**config.mk**
```make
export PLATFORM = sky130hd
export DESIGN_NAME = tt_equiv_sweeper
export DESIGN_NICKNAME = d
export VERILOG_FILES = /design/src/rtl/tt_equiv_sweeper.sv
export SDC_FILE = /design/constraint.sdc
export NUM_CORES = 1
export LEC_CHECK = 0
export CAP_MARGIN = 40
export CORE_MARGIN = 3
export CORE_UTILIZATION = 25
export DETAILED_ROUTE_END_ITERATION = 7
export MAX_ROUTING_LAYER = met4
export PLACE_DENSITY_LB_ADDON = 0.08
export RECOVER_POWER = 50
export SLEW_MARGIN = 10
export SYNTH_ARGS = -nofsm -noshare
export SYNTH_HDL_FRONTEND = slang
export SYNTH_SLANG_ARGS = --single-unit
```
**constraint.sdc**
```tcl
create_clock -name clk -period 2.5 [get_ports clk]
set_input_delay 0.375 -clock clk [delete_from_list [all_inputs] [get_ports clk]]
set_output_delay 0.375 -clock clk [all_outputs]
set_load 0.1 [all_outputs]
```
**src/rtl/tt_equiv_sweeper.sv**
```systemverilog
// Exhaustive truth-table equivalence sweeper: walks all input rows of two
// latched tables, reporting each row and accumulating mismatch statistics.
module tt_equiv_sweeper #(
  parameter int N_IN = 4,
  localparam int ROWS = 1 << N_IN
) (
  input  logic            clk,
  input  logic            rst_n,
  input  logic            start,
  input  logic            abort,
  input  logic            step_mode,
  input  logic            step,
  input  logic [ROWS-1:0] tt_a,
  input  logic [ROWS-1:0] tt_b,
  output logic            busy,
  output logic            done,
  output logic [N_IN-1:0] row_idx,
  output logic            sa,
  output logic            sb,
  output logic            row_mism,
  output logic [N_IN:0]   mism_cnt,
  output logic [N_IN-1:0] first_mism,
  output logic            first_vld,
  output logic            equal
);

  localparam logic [0:0] S_IDLE  = 1'b0;
  localparam logic [0:0] S_SWEEP = 1'b1;
  localparam logic [N_IN-1:0] LAST = N_IN'(ROWS - 1);

  logic [0:0]      state_q, state_d;
  logic [N_IN-1:0] cnt_q, cnt_d;
  logic [ROWS-1:0] ta_q, ta_d;
  logic [ROWS-1:0] tb_q, tb_d;
  logic            busy_q, busy_d;
  logic            done_q, done_d;
  logic [N_IN-1:0] row_idx_q, row_idx_d;
  logic            sa_q, sa_d;
  logic            sb_q, sb_d;
  logic            row_mism_q, row_mism_d;
  logic [N_IN:0]   mism_cnt_q, mism_cnt_d;
  logic [N_IN-1:0] first_mism_q, first_mism_d;
  logic            first_vld_q, first_vld_d;
  logic            equal_q, equal_d;

  logic          adv;
  logic          bit_a;
  logic          bit_b;
  logic          mis;
  logic [N_IN:0] cnt_sum;

  assign adv     = !step_mode || step;
  assign bit_a   = ta_q[cnt_q];
  assign bit_b   = tb_q[cnt_q];
  assign mis     = bit_a ^ bit_b;
  assign cnt_sum = mism_cnt_q + {{N_IN{1'b0}}, mis};

  always_comb begin
    state_d      = state_q;
    cnt_d        = cnt_q;
    ta_d         = ta_q;
    tb_d         = tb_q;
    busy_d       = busy_q;
    done_d       = 1'b0;
    row_idx_d    = row_idx_q;
    sa_d         = sa_q;
    sb_d         = sb_q;
    row_mism_d   = row_mism_q;
    mism_cnt_d   = mism_cnt_q;
    first_mism_d = first_mism_q;
    first_vld_d  = first_vld_q;
    equal_d      = equal_q;
    unique case (1'b1)
      (state_q == S_IDLE): begin
        if (start && !abort) begin
          state_d      = S_SWEEP;
          ta_d         = tt_a;
          tb_d         = tt_b;
          cnt_d        = '0;
          busy_d       = 1'b1;
          row_idx_d    = '0;
          sa_d         = 1'b0;
          sb_d         = 1'b0;
          row_mism_d   = 1'b0;
          mism_cnt_d   = '0;
          first_mism_d = '0;
          first_vld_d  = 1'b0;
        end
      end
      (state_q == S_SWEEP): begin
        if (abort) begin
          state_d = S_IDLE;
          busy_d  = 1'b0;
        end else if (adv) begin
          row_idx_d  = cnt_q;
          sa_d       = bit_a;
          sb_d       = bit_b;
          row_mism_d = mis;
          mism_cnt_d = cnt_sum;
          cnt_d      = cnt_q + 1'b1;
          if (mis && !first_vld_q) begin
            first_mism_d = cnt_q;
            first_vld_d  = 1'b1;
          end
          // Completion uses the count including the final row.
          if (cnt_q == LAST) begin
            state_d = S_IDLE;
            busy_d  = 1'b0;
            done_d  = 1'b1;
            equal_d = (cnt_sum == '0);
          end
        end
      end
      default: begin
        state_d = S_IDLE;
        busy_d  = 1'b0;
      end
    endcase
  end

  always_ff @(posedge clk or negedge rst_n) begin
    if (!rst_n) begin
      state_q      <= S_IDLE;
      cnt_q        <= '0;
      ta_q         <= '0;
      tb_q         <= '0;
      busy_q       <= 1'b0;
      done_q       <= 1'b0;
      row_idx_q    <= '0;
      sa_q         <= 1'b0;
      sb_q         <= 1'b0;
      row_mism_q   <= 1'b0;
      mism_cnt_q   <= '0;
      first_mism_q <= '0;
      first_vld_q  <= 1'b0;
      equal_q      <= 1'b0;
    end else begin
      state_q      <= state_d;
      cnt_q        <= cnt_d;
      ta_q         <= ta_d;
      tb_q         <= tb_d;
      busy_q       <= busy_d;
      done_q       <= done_d;
      row_idx_q    <= row_idx_d;
      sa_q         <= sa_d;
      sb_q         <= sb_d;
      row_mism_q   <= row_mism_d;
      mism_cnt_q   <= mism_cnt_d;
      first_mism_q <= first_mism_d;
      first_vld_q  <= first_vld_d;
      equal_q      <= equal_d;
    end
  end

  assign busy       = busy_q;
  assign done       = done_q;
  assign row_idx    = row_idx_q;
  assign sa         = sa_q;
  assign sb         = sb_q;
  assign row_mism   = row_mism_q;
  assign mism_cnt   = mism_cnt_q;
  assign first_mism = first_mism_q;
  assign first_vld  = first_vld_q;
  assign equal      = equal_q;

endmodule

```
==> qor.txt, run 1 <==
grt ovf: 0
critical path endpoint category: flip-flop
Netlist cell types: 33
Initial Utilization: 26.2%
Max Slew Vio Count: 30
placed cells: 446
final setup vio count: 2
sequential area share after synthesis: 54.7%
failing checks: max-capacitance violations, max-slew violations, negative setup slack
PwrDens: 896 nW/um^2
worst vdd ir: 0.467 mV
relative slew slack: -4.56%
Reg2Reg Launch Point: cnt_q[0]
share of the synthesized area in the top cell type: 54.7%
adder-cell share of the synthesized area: 1.44%
Post-DRT Antenna Nets: 0
Comb pwr share: 36.5%
Syn Inst Count: 255
layout cells sized above 1: 20.5%
Area contributors post-synth: dfrtp_1 (55%), nand2_1 (16%), mux4_2 (4.3%), mux2i_1 (3.5%), a22o_1 (3.4%)
number of global-route vias before repair: 2,094
ys async rst share: 100%
crit path max fanout: 5
drt first pass iters: 4
Worst EP arrival: 2800 ps
Syn-to-layout area delta: 38.0%
CTS tree: yes
final hold violation count: 0
worst hold path class: input port to asynchronous set/reset pin
multiplexer share of the synthesized area: 12.2%
number of synthesized flops with an enable pin: 0
DIE AREA: 11,700 sq um
CP startpoint kind: flip-flop
worst path buffer plus inverter count: 2
most frequent cells after synthesis: nand2_1 (111), dfrtp_1 (57), a22o_1 (10), clkbuf_1 (10), mux2i_1 (9)
crit-path cells: buf_6 -> mux4_2 -> mux2i_2 -> xor2_1 -> mux2i_2 -> inv_2 -> ha_4 -> ha_4 -> nor3_2 -> o21ai_1 -> o41ai_1
worst reg-to-reg setup slack: -80 ps
post-synthesis net count: 296
largest net degree at the start of global routing: 38
Ant. Diodes: 0
Synth Area in Compound Gates: 6.24%
CORE AREA: 9950 sq um
main combinational cell family by area after synthesis: simple AND/OR/NAND/NOR gates
Port-buffer cells: 57
clock sinks: 57
Clk network pwr share: 25.9%
DR WL/cell: 13.8 um
I/O Pins: 58
DRC Markers: 0
final worst setup slack: -81.2 ps
simple-gate share of the synthesized area: 20.1%
root buf cell: clkbuf_8
Critical-path top delay cell: mux4_2
Syn. warnings: 0
Clock Skews: 6.32 ps
vias per cell: 4.31
max incr delay on CP: 510 ps
count leader, synth: nand2_1
hold_ws: 425 ps
sequential power share: 37.6%
Net Sw Frac: 37.2%
Die Wd: 108 um
vias: 2,005
Tcrit/Tclk final: 103%
switching power: 1.20 mW
initial antenna violation count: 0
reg2reg end: equal
Worst Max-Slew Pin Slew: 1570 ps
Filler Cell Count: 1,006
cell area after synthesis: 2610 sq um
total wire length: 6.43 mm
first-pass GRT wire length: 10.7 mm
CTS max path bufs: 2
register bit total from synthesis: 57
Row Count: 36
Top Family by Delay on Critical Path: multiplexers
Non-Filler Instances: 465
Pint: 2.02 mW
global-route total usage across every layer: 12.2%
Final nets: 368
Hold-fix buffers, CTS: 0
TritonCTS Buffers: 9
DR iter-0 viols: 58
clock-pin slew on the worst setup and hold paths: 60 ps
Post-Synth XOR/XNOR Area: 2.02%
RSZ-0062 raised after global routing: true
Main synth FF type: dfrtp_1
status: finished with violations
Reg2Reg Depth: 11
Final min period: 2580 ps
Clk Latency, worst-skew pair: 330 ps
P_leak: 1.70 nW
Die H: 108 um
WP data required: 2720 ps
Final HPWL DP: 4.50 mm
Mean Syn Cell Area: 10.2 sq um
GP Congestion: 0.728
crit path kind: flip-flop to flip-flop
H-tree depth: 3
cell taking the most area after synthesis: dfrtp_1
Max Cap Viol: 1
Max Freq: 387 MHz
worst max-delay path by stage:
stage / start / end / slack [ps] / depth (start not counted)
finish: cnt_q[0] / equal / -80 / 11
global placement: cnt_q[0] / equal / -190 / 11
CTS: cnt_q[0] / equal / -190 / 11
floorplan: cnt_q[0] / equal / -70 / 11
global route: cnt_q[0] / equal / -230 / 11
detailed placement: cnt_q[0] / equal / -280 / 11
worst reg2reg max path, delay by kind of cell, from the launching register on:
family	cells	cell delay, ps
muxes	3	1000
and+or+nand+nor	1	100
xor gates and xnor gates	1	110
AOI/OAI and AO/OA	2	320
DFF	1	380
buffers and inverters	2	230
adders and majority gates	2	340
layer usage:
layer | track usage [%] | part of all wire (%)
met1 | 17.1 | 50
met2 | 17.0 | 44
met3 | 2.93 | 4.5
met4 | 4.87 | 1.6
met5 | - | 0
power by group through the flow:
stage	combinational [mW]	clock, mW	sequential (mW)
3_3_place_gp	1.08	0	1.22
3_5_place_dp	1.08	0	1.21
5_1_grt	1.27	0.908	1.23
4_1_cts	1.18	0.869	1.21
2_1_floorplan	0.439	0	1.51
6_report	1.18	0.834	1.21
through the flow:
stage,TNS [ps],utilization [%],setup WS (ps),cell area (sq um),total power [mW]
global placement,-398,33.6,-185,3340,2.30
finish,-148,36.1,-81.2,3600,3.22
detailed placement,-720,33.7,-279,3350,2.30
global route,-610,36.1,-233,3600,3.41
CTS,-306,36.1,-192,3600,3.26
floorplan,-68.7,-,-68.7,2610,1.95
registers in the layout, indices dropped and copies added (netlist names), 4 cells and up:
register and count:
ta_q 16, tb_q 16, mism_cnt 5, cnt_q 4, first_mism 4, row_idx 4
final cells by class:
class	instances	area [sq um]	area share, %
Sequential cell	57	1430	39.7
Multi-Input combinational cell	180	1160	32.4
Timing Repair Buffer	75	636	17.7
Tap cell	133	166	4.63
Clock buffer	13	149	4.14
Clock inverter	3	40.0	1.11
Inverter	4	15.0	0.418
repair_timing:
action,in CTS,in global routing
pin swaps,5,5
setup endpoints to repair,5,9
setup buffers,3,0
resized for setup,14,6
cells by family after synthesis:
logic type	count (synthesis)
fa+ha+maj	3
compound gates	22
simple gates	130
buf+inv	18
flops	57
mux	19
xor+xnor	6
layout by cell type, fill, tap and decap left out, types with 2 or more instances in the layout:
| cell | instances |
|---|---|
| clkbuf_8 | 10 |
| xor2_2 | 2 |
| buf_6 | 3 |
| buf_4 | 28 |
| clkinv_2 | 2 |
| nor2_1 | 5 |
| inv_1 | 2 |
| ha_4 | 2 |
| o21ai_1 | 6 |
| nand2_1 | 111 |
| clkbuf_1 | 10 |
| mux4_2 | 8 |
| nor3b_1 | 2 |
| clkdlybuf4s50_1 | 36 |
| nand3_2 | 2 |
| mux2i_2 | 3 |
| inv_2 | 2 |
| a22o_1 | 10 |
| xor2_1 | 3 |
| dfrtp_1 | 57 |
| mux2i_1 | 6 |
| mux2i_4 | 2 |
| nand3b_1 | 2 |
No activity file was read; power rests on OpenSTA's default activity.
==> inputs of run 2 (changes only) <==
CORE_MARGIN = 2   (was 3)
==> run 2 against run 1 <==
  * The run still ends with max-capacitance violations, max-slew violations, negative setup slack left
  * First-iteration DRC count is 21% lower
  * Final cell count is 4.7% higher
  * Core utilization is 1.1 points higher
  * Critical path depth stayed put
  * Via count is 5.1% higher
  * Clock power is 2% higher
  * Fmax is 1.2% higher
==> qor.txt, run 2 (synthesis gave the netlist of run 1 again) <==
Top Family by Delay on Critical Path: multiplexers
clock sinks: 57 (unchanged)
DRC Markers: 0 (unchanged)
most frequent cells in the layout: nand2_1 (111), dfrtp_1 (56), clkdlybuf4s50_1 (36), buf_4 (36), buf_6 (13)
Most common cell on crit path: ha_4
Reg2Reg Launch Point: cnt_q[0]
vias: 2,107 (+5.1%)
Tcrit/Tclk final: 102% (-1.2 points)
commonest non-fill, non-tap cell in the layout: nand2_1
DR iter-0 viols: 46 (-21%)
Max Freq: 392 MHz (+1.2%)
global-route total usage across every layer: 13.3% (+1.1 points)
crit path max fanout: 5 (unchanged)
Critical-path top delay cell: mux4_2
sequential power share: 34.0% (-3.6 points)
Clock Skews: 8.45 ps (+2.12 ps)
Max Slew Vio Count: 27 (-10%)
Worst Max-Slew Pin Slew: 1500 ps (-66.6 ps)
Clk network pwr share: 23.8% (-2.1 points)
Filler Cell Count: 1,079 (+7.3%)
hold_ws: 388 ps (-36.7 ps)
final hold violation count: 0 (unchanged)
WP data required: 2720 ps (about the same)
Row Count: 37 (+2.8%)
Final nets: 387 (+5.2%)
PwrDens: 937 nW/um^2 (+4.6%)
failing checks: max-capacitance violations, max-slew violations, negative setup slack
RSZ-0062 raised after global routing: true
total wire length: 6.73 mm (+4.6%)
DR WL/cell: 13.8 um (-0.15%)
final setup vio count: 4 (+2)
I/O Pins: 58 (unchanged)
CTS max path bufs: 2 (unchanged)
worst hold path class: input port to asynchronous set/reset pin
crit path kind: flip-flop to flip-flop
Port-buffer cells: 57 (unchanged)
vias per cell: 4.33 (+0.34%)
GP Congestion: 0.723 (-0.78%)
initial antenna violation count: 0 (unchanged)
crit-path cells: buf_6 -> mux4_2 -> mux2i_4 -> xor2_2 -> mux2i_1 -> inv_1 -> ha_4 -> ha_4 -> nor3_2 -> o21ai_1 -> o41ai_2
reg2reg end: equal
DIE AREA: 11,300 sq um (-3.7%)
layout cells sized above 1: 25.9% (+5.4 points)
Worst EP arrival: 2770 ps (-30 ps)
number of global-route vias before repair: 2,206 (+5.3%)
worst path buffer plus inverter count: 2 (unchanged)
grt ovf: 0 (unchanged)
largest net degree at the start of global routing: 38 (unchanged)
Comb pwr share: 42.2% (+5.7 points)
Clk Latency, worst-skew pair: 330 ps (about the same)
worst reg-to-reg setup slack: -50 ps (+30 ps)
Die H: 106 um (-1.9%)
Final HPWL DP: 4.52 mm (+0.46%)
TritonCTS Buffers: 9 (unchanged)
CP startpoint kind: flip-flop
P_leak: 1.81 nW (+6.6%)
CORE AREA: 10,200 sq um (+2.8%)
status: finished with violations
Pint: 2.27 mW (+12%)
Initial Utilization: 25.5% (-0.71 points)
first-pass GRT wire length: 11.2 mm (+4.8%)
CTS tree: yes
Placed Area: 3360 sq um (+0.30%)
critical path endpoint category: flip-flop
switching power: 1.29 mW (+8.0%)
root buf cell: clkbuf_8
Final min period: 2550 ps (-29.9 ps)
Syn-to-layout area delta: 46.0%
worst vdd ir: 0.454 mV (-3.0%)
Post-DRT Antenna Nets: 0 (unchanged)
clock-pin slew on the worst setup and hold paths: 70 ps (about the same)
final worst setup slack: -51.3 ps (+29.9 ps)
max incr delay on CP: 530 ps (+20 ps)
Die Wd: 106 um (-1.9%)
final non-filler cell area: 3800 sq um (+5.8%)
relative slew slack: -0.123% (+4.4 points)
Reg2Reg Depth: 11 (unchanged)
Ant. Diodes: 0 (unchanged)
Max Cap Viol: 1 (unchanged)
drt first pass iters: 4 (unchanged)
H-tree depth: 3 (unchanged)
Net Sw Frac: 36.3% (-0.87 points)
run 2: cell types whose count changed in the layout (fill, tap and decap cells not counted):
cell,before,now
o41ai_2,0,1
inv_2,2,1
dlygate4sd3_1,0,1
clkinv_2,2,4
clkbuf_1,10,7
buf_6,3,13
o41ai_1,1,0
nor2_4,0,1
buf_4,28,36
dfrtp_2,0,1
dfrtp_1,57,56
nor2_1,5,4
clkinvlp_4,0,1
inv_1,2,3
run 2: power groups by stage:
stage | Clock (mW) | Combinational, mW | Sequential [mW]
after floorplan | 0 | 0.439 | 1.51
after global placement | 0 | 1.10 | 1.22
after detailed placement | 0 | 1.11 | 1.22
after CTS | 0.887 | 1.44 | 1.21
after global routing | 0.932 | 1.63 | 1.23
final | 0.849 | 1.50 | 1.21
run 2: layout make-up:
| cell class | count | area [sq um] | area share [%] |
|---|---|---|---|
| clock buffers | 10 | 138 | 3.62 |
| clock inverters | 6 | 57.6 | 1.51 |
| inverters | 4 | 15.0 | 0.395 |
| multi-input cells | 180 | 1180 | 31.0 |
| flip-flops and latches | 57 | 1430 | 37.5 |
| well taps | 136 | 170 | 4.47 |
| repair buffers | 94 | 818 | 21.5 |
run 2: worst register-to-register path, cell delays in order (launching register included):
cell     delay, ps
dfrtp_1        380
buf_6          140
mux4_2         530
mux2i_4        200
xor2_2         110
mux2i_1        210
inv_1          100
ha_4           180
ha_4           160
nor3_2         110
o21ai_1        100
o41ai_2        220
run 2: metal layers:
layer	share of wire (%)	up-vias	GRT usage [%]
li1	-	1028	-
met1	48	1018	17.5
met2	46	53	19.9
met3	4.2	8	3.62
met4	1.2	0	4.23
met5	0	-	-
run 2: how the worst max path moves through the flow:
stage	end	slack (ps)	start	cells past startpoint
final	equal	-50	cnt_q[0]	11
after global routing	mism_cnt[4]	-190	cnt_q[0]	12
after CTS	equal	-170	cnt_q[0]	11
after detailed placement	equal	-200	cnt_q[0]	11
after global placement	equal	-140	cnt_q[0]	11
after floorplan	equal	-70	cnt_q[0]	11
run 2: repair_timing:
item	CTS	global route
gates cloned	0	0
endpoints found under the setup margin	8	11
endpoints found under the hold margin	2	0
hold buffers	1	0
gates resized for setup	16	16
buffers inserted	22	9
pin swaps	8	8
run 2: stage by stage:
stage	std cells	utilization (%)	total power [mW]	setup slack (ps)	TNS (ps)
after detailed placement	451	32.8	2.32	-196	-422
after floorplan	255	-	1.95	-68.7	-68.7
after global placement	450	32.7	2.32	-141	-146
after CTS	488	36.8	3.53	-169	-382
final	487	37.2	3.56	-51.3	-98.0
after global routing	487	37.2	3.79	-191	-986
==> RTL change (config.mk and constraints of run 2) <==
Register the inputs `start`, `abort`, `step_mode`, `step`, `tt_a` and `tt_b` before use, without a reset. The logic sees them one clock later.
--- a/src/rtl/tt_equiv_sweeper.sv
+++ b/src/rtl/tt_equiv_sweeper.sv
@@ -28,6 +28,22 @@
   localparam logic [0:0] S_SWEEP = 1'b1;
   localparam logic [N_IN-1:0] LAST = N_IN'(ROWS - 1);
 
+  logic start_q;
+  logic abort_q;
+  logic step_mode_q;
+  logic step_q;
+  logic [ROWS-1:0] tt_a_q;
+  logic [ROWS-1:0] tt_b_q;
+
+  always_ff @(posedge clk) begin
+    start_q     <= start;
+    abort_q     <= abort;
+    step_mode_q <= step_mode;
+    step_q      <= step;
+    tt_a_q      <= tt_a;
+    tt_b_q      <= tt_b;
+  end
+
   logic [0:0]      state_q, state_d;
   logic [N_IN-1:0] cnt_q, cnt_d;
   logic [ROWS-1:0] ta_q, ta_d;
@@ -49,7 +65,7 @@
   logic          mis;
   logic [N_IN:0] cnt_sum;
 
-  assign adv     = !step_mode || step;
+  assign adv     = !step_mode_q || step_q;
   assign bit_a   = ta_q[cnt_q];
   assign bit_b   = tb_q[cnt_q];
   assign mis     = bit_a ^ bit_b;
@@ -72,10 +88,10 @@
     equal_d      = equal_q;
     unique case (1'b1)
       (state_q == S_IDLE): begin
-        if (start && !abort) begin
+        if (start_q && !abort_q) begin
           state_d      = S_SWEEP;
-          ta_d         = tt_a;
-          tb_d         = tt_b;
+          ta_d         = tt_a_q;
+          tb_d         = tt_b_q;
           cnt_d        = '0;
           busy_d       = 1'b1;
           row_idx_d    = '0;
@@ -88,7 +104,7 @@
         end
       end
       (state_q == S_SWEEP): begin
-        if (abort) begin
+        if (abort_q) begin
           state_d = S_IDLE;
           busy_d  = 1'b0;
         end else if (adv) begin
Behaviour: not the same (a bounded check fails within 4 cycles, from zero or initial values and one cycle with rst_n low).
==> RTL change against run 2 <==
The flow still finishes with violations (max-capacitance violations, max-slew violations, negative setup slack). Wire length grew 8.4%. Area after synthesis is 27% higher. Worst hold slack better by 0.016 ns. Sequential cell count grew 36. Combinational power fell by 6%. Total power is 30% higher. Setup slack lost 0.12 ns. Design area increased by 19%. Critical path type unchanged. Largest cell class unchanged.
==> RTL change: results (changes against run 2) <==
max-cap violation count=1 (unchanged); Setup-failing EPs final=2 (-2); worst setup margin=-0.176 ns (-0.125 ns); crit path max fanout=6 (+1); Synth cell types=31 (-6.1%); maximum vdd drop=0.383 mV (-16%); Slew @ Worst Pin=1.55 ns (+0.0471 ns); number of DRC markers in iteration 0=94 (+100%); status=complete, but fails checks; largest net degree at the start of global routing=39 (+2.6%); Compound-Gate Fraction of Synth Area=4.58% (-1.7 points); R2R depth=12 (+1); Avg Vias per Cell=4.12 (-4.8%); sequential-to-total area share from yosys stat=65.0% (+10 points); RD Place Congestion=0.726 (+0.48%); gr usage total=11.7% (-1.6 points); first-pass GRT wire length=12300 um (+9.9%); largest cells by area after synthesis=dfrtp_1 43%, dfxtp_1 22%, nand2_1 12%; CTS root buf=clkbuf_16; max-slew violation count=29 (+7.4%); vias in the first global route=2371 (+7.5%); Worst EP arrival=2.96 ns (+0.19 ns); clock skew=0.00515 ns (-0.00330 ns); mux contribution to synthesized area=9.47% (-2.7 points); failing checks=max-capacitance violations, max-slew violations, negative setup slack; Post-Syn Nets=332 (+12%); delay-heaviest family, CP=multiplexers; ratio of cells with drive above 1 in the final layout=22.0% (-3.9 points); sw frac=33.1% (-3.2 points); Avg WL per Cell=13.4 um (-3.0%); asr flop ratio synth=61.3% (-39 points); Seq cells post-synth=93 (+63%); DP HPWL=5060 um (+12%); Post-Syn Area per Cell=11.4 sq um (+11%); Adder-Cell Fraction of Synth Area=1.14% (-0.30 points); vias=2241 (+6.4%); XOR/XNOR share of the synthesized area=1.59% (-0.43 points)
==> RTL change: cell count changes in the layout (fill, tap and decap cells not counted), sizes merged, moves of 2 or more <==
| cell | delta |
|---|---|
| nor3b | -2 |
| clkbuf | -6 |
| clkdlybuf4s50 | -36 |
| dlygate4sd3 | +35 |
| buf | -10 |
| dfxtp | +36 |
==> RTL change: kinds of logic (layout without fill, tap and decap cells) <==
family,after synthesis,count (layout)
AOI/OAI and AO/OA,21,21
xor gates and xnor gates,6,6
adders and majority gates,3,3
buffers and inverters,19,96
DFF,93,93
muxes,20,20
and+or+nand+nor,129,129
==> RTL change: worst max-delay path by stage <==
stage / end / cells after the start
floorplan: equal / 12
global route: equal / 12
detailed placement: equal / 12
CTS: equal / 12
global placement: equal / 12
finish: equal / 12
==> RTL change: power by group through the flow <==
stage	clock [mW]	combinational, mW	sequential (mW)
after detailed placement	0	1.19	1.89
after global placement	0	1.17	1.89
after global routing	1.46	1.52	1.90
after CTS	1.40	1.25	1.86
final	1.34	1.41	1.87
after floorplan	0	0.510	2.15
==> RTL change: worst register-to-register path, cell delays in order (launching register included) <==
cell     delay [ns]
dfrtp_1        0.37
buf_6          0.14
mux4_2         0.53
mux2i_4        0.20
xor2_2         0.11
mux2i_2        0.23
inv_2          0.07
ha_4           0.17
ha_4           0.16
nor3_2         0.11
a31oi_1        0.06
nor4_1         0.27
mux2_4         0.19
==> RTL change: layout make-up <==
cell class | count | area (sq um) | area share (%)
Sequential cell | 93 | 2150 | 47.5
Multi-Input combinational cell | 179 | 1180 | 26.1
Timing Repair Buffer | 77 | 669 | 14.8
Clock buffer | 10 | 229 | 5.07
Tap cell | 176 | 220 | 4.87
Clock inverter | 6 | 63.8 | 1.41
Inverter | 3 | 11.3 | 0.249
==> RTL change: stage by stage <==
stage	hold WS, ns	instance area [sq um]	TNS (ns)	setup WS, ns	util, %
3_5_place_dp	0.409	4120	-0.476	-0.256	31.5
3_3_place_gp	0.410	4120	-0.310	-0.216	31.5
5_1_grt	0.435	4520	-0.691	-0.388	34.5
6_report	0.404	4520	-0.237	-0.176	34.5
2_1_floorplan	0.0794	3330	-0.136	-0.136	-
4_1_cts	0.0897	4440	-0.314	-0.215	34.0
==> RTL change: layer usage <==
| metal | GRT usage, % | share of wire [%] | vias to the layer above |
|---|---|---|---|
| li1 | - | - | 1105 |
| met2 | 17.6 | 46 | 45 |
| met3 | 2.83 | 3.7 | 11 |
| met4 | 6.03 | 2.4 | 0 |
| met1 | 14.6 | 48 | 1080 |
| met5 | - | 0 | - |
==> RTL change: repair_timing <==
action / in CTS / in global routing
setup buffers: 3 / 3
setup endpoints to repair: 3 / 10
gates resized for setup: 9 / 13
pin swaps: 2 / 3
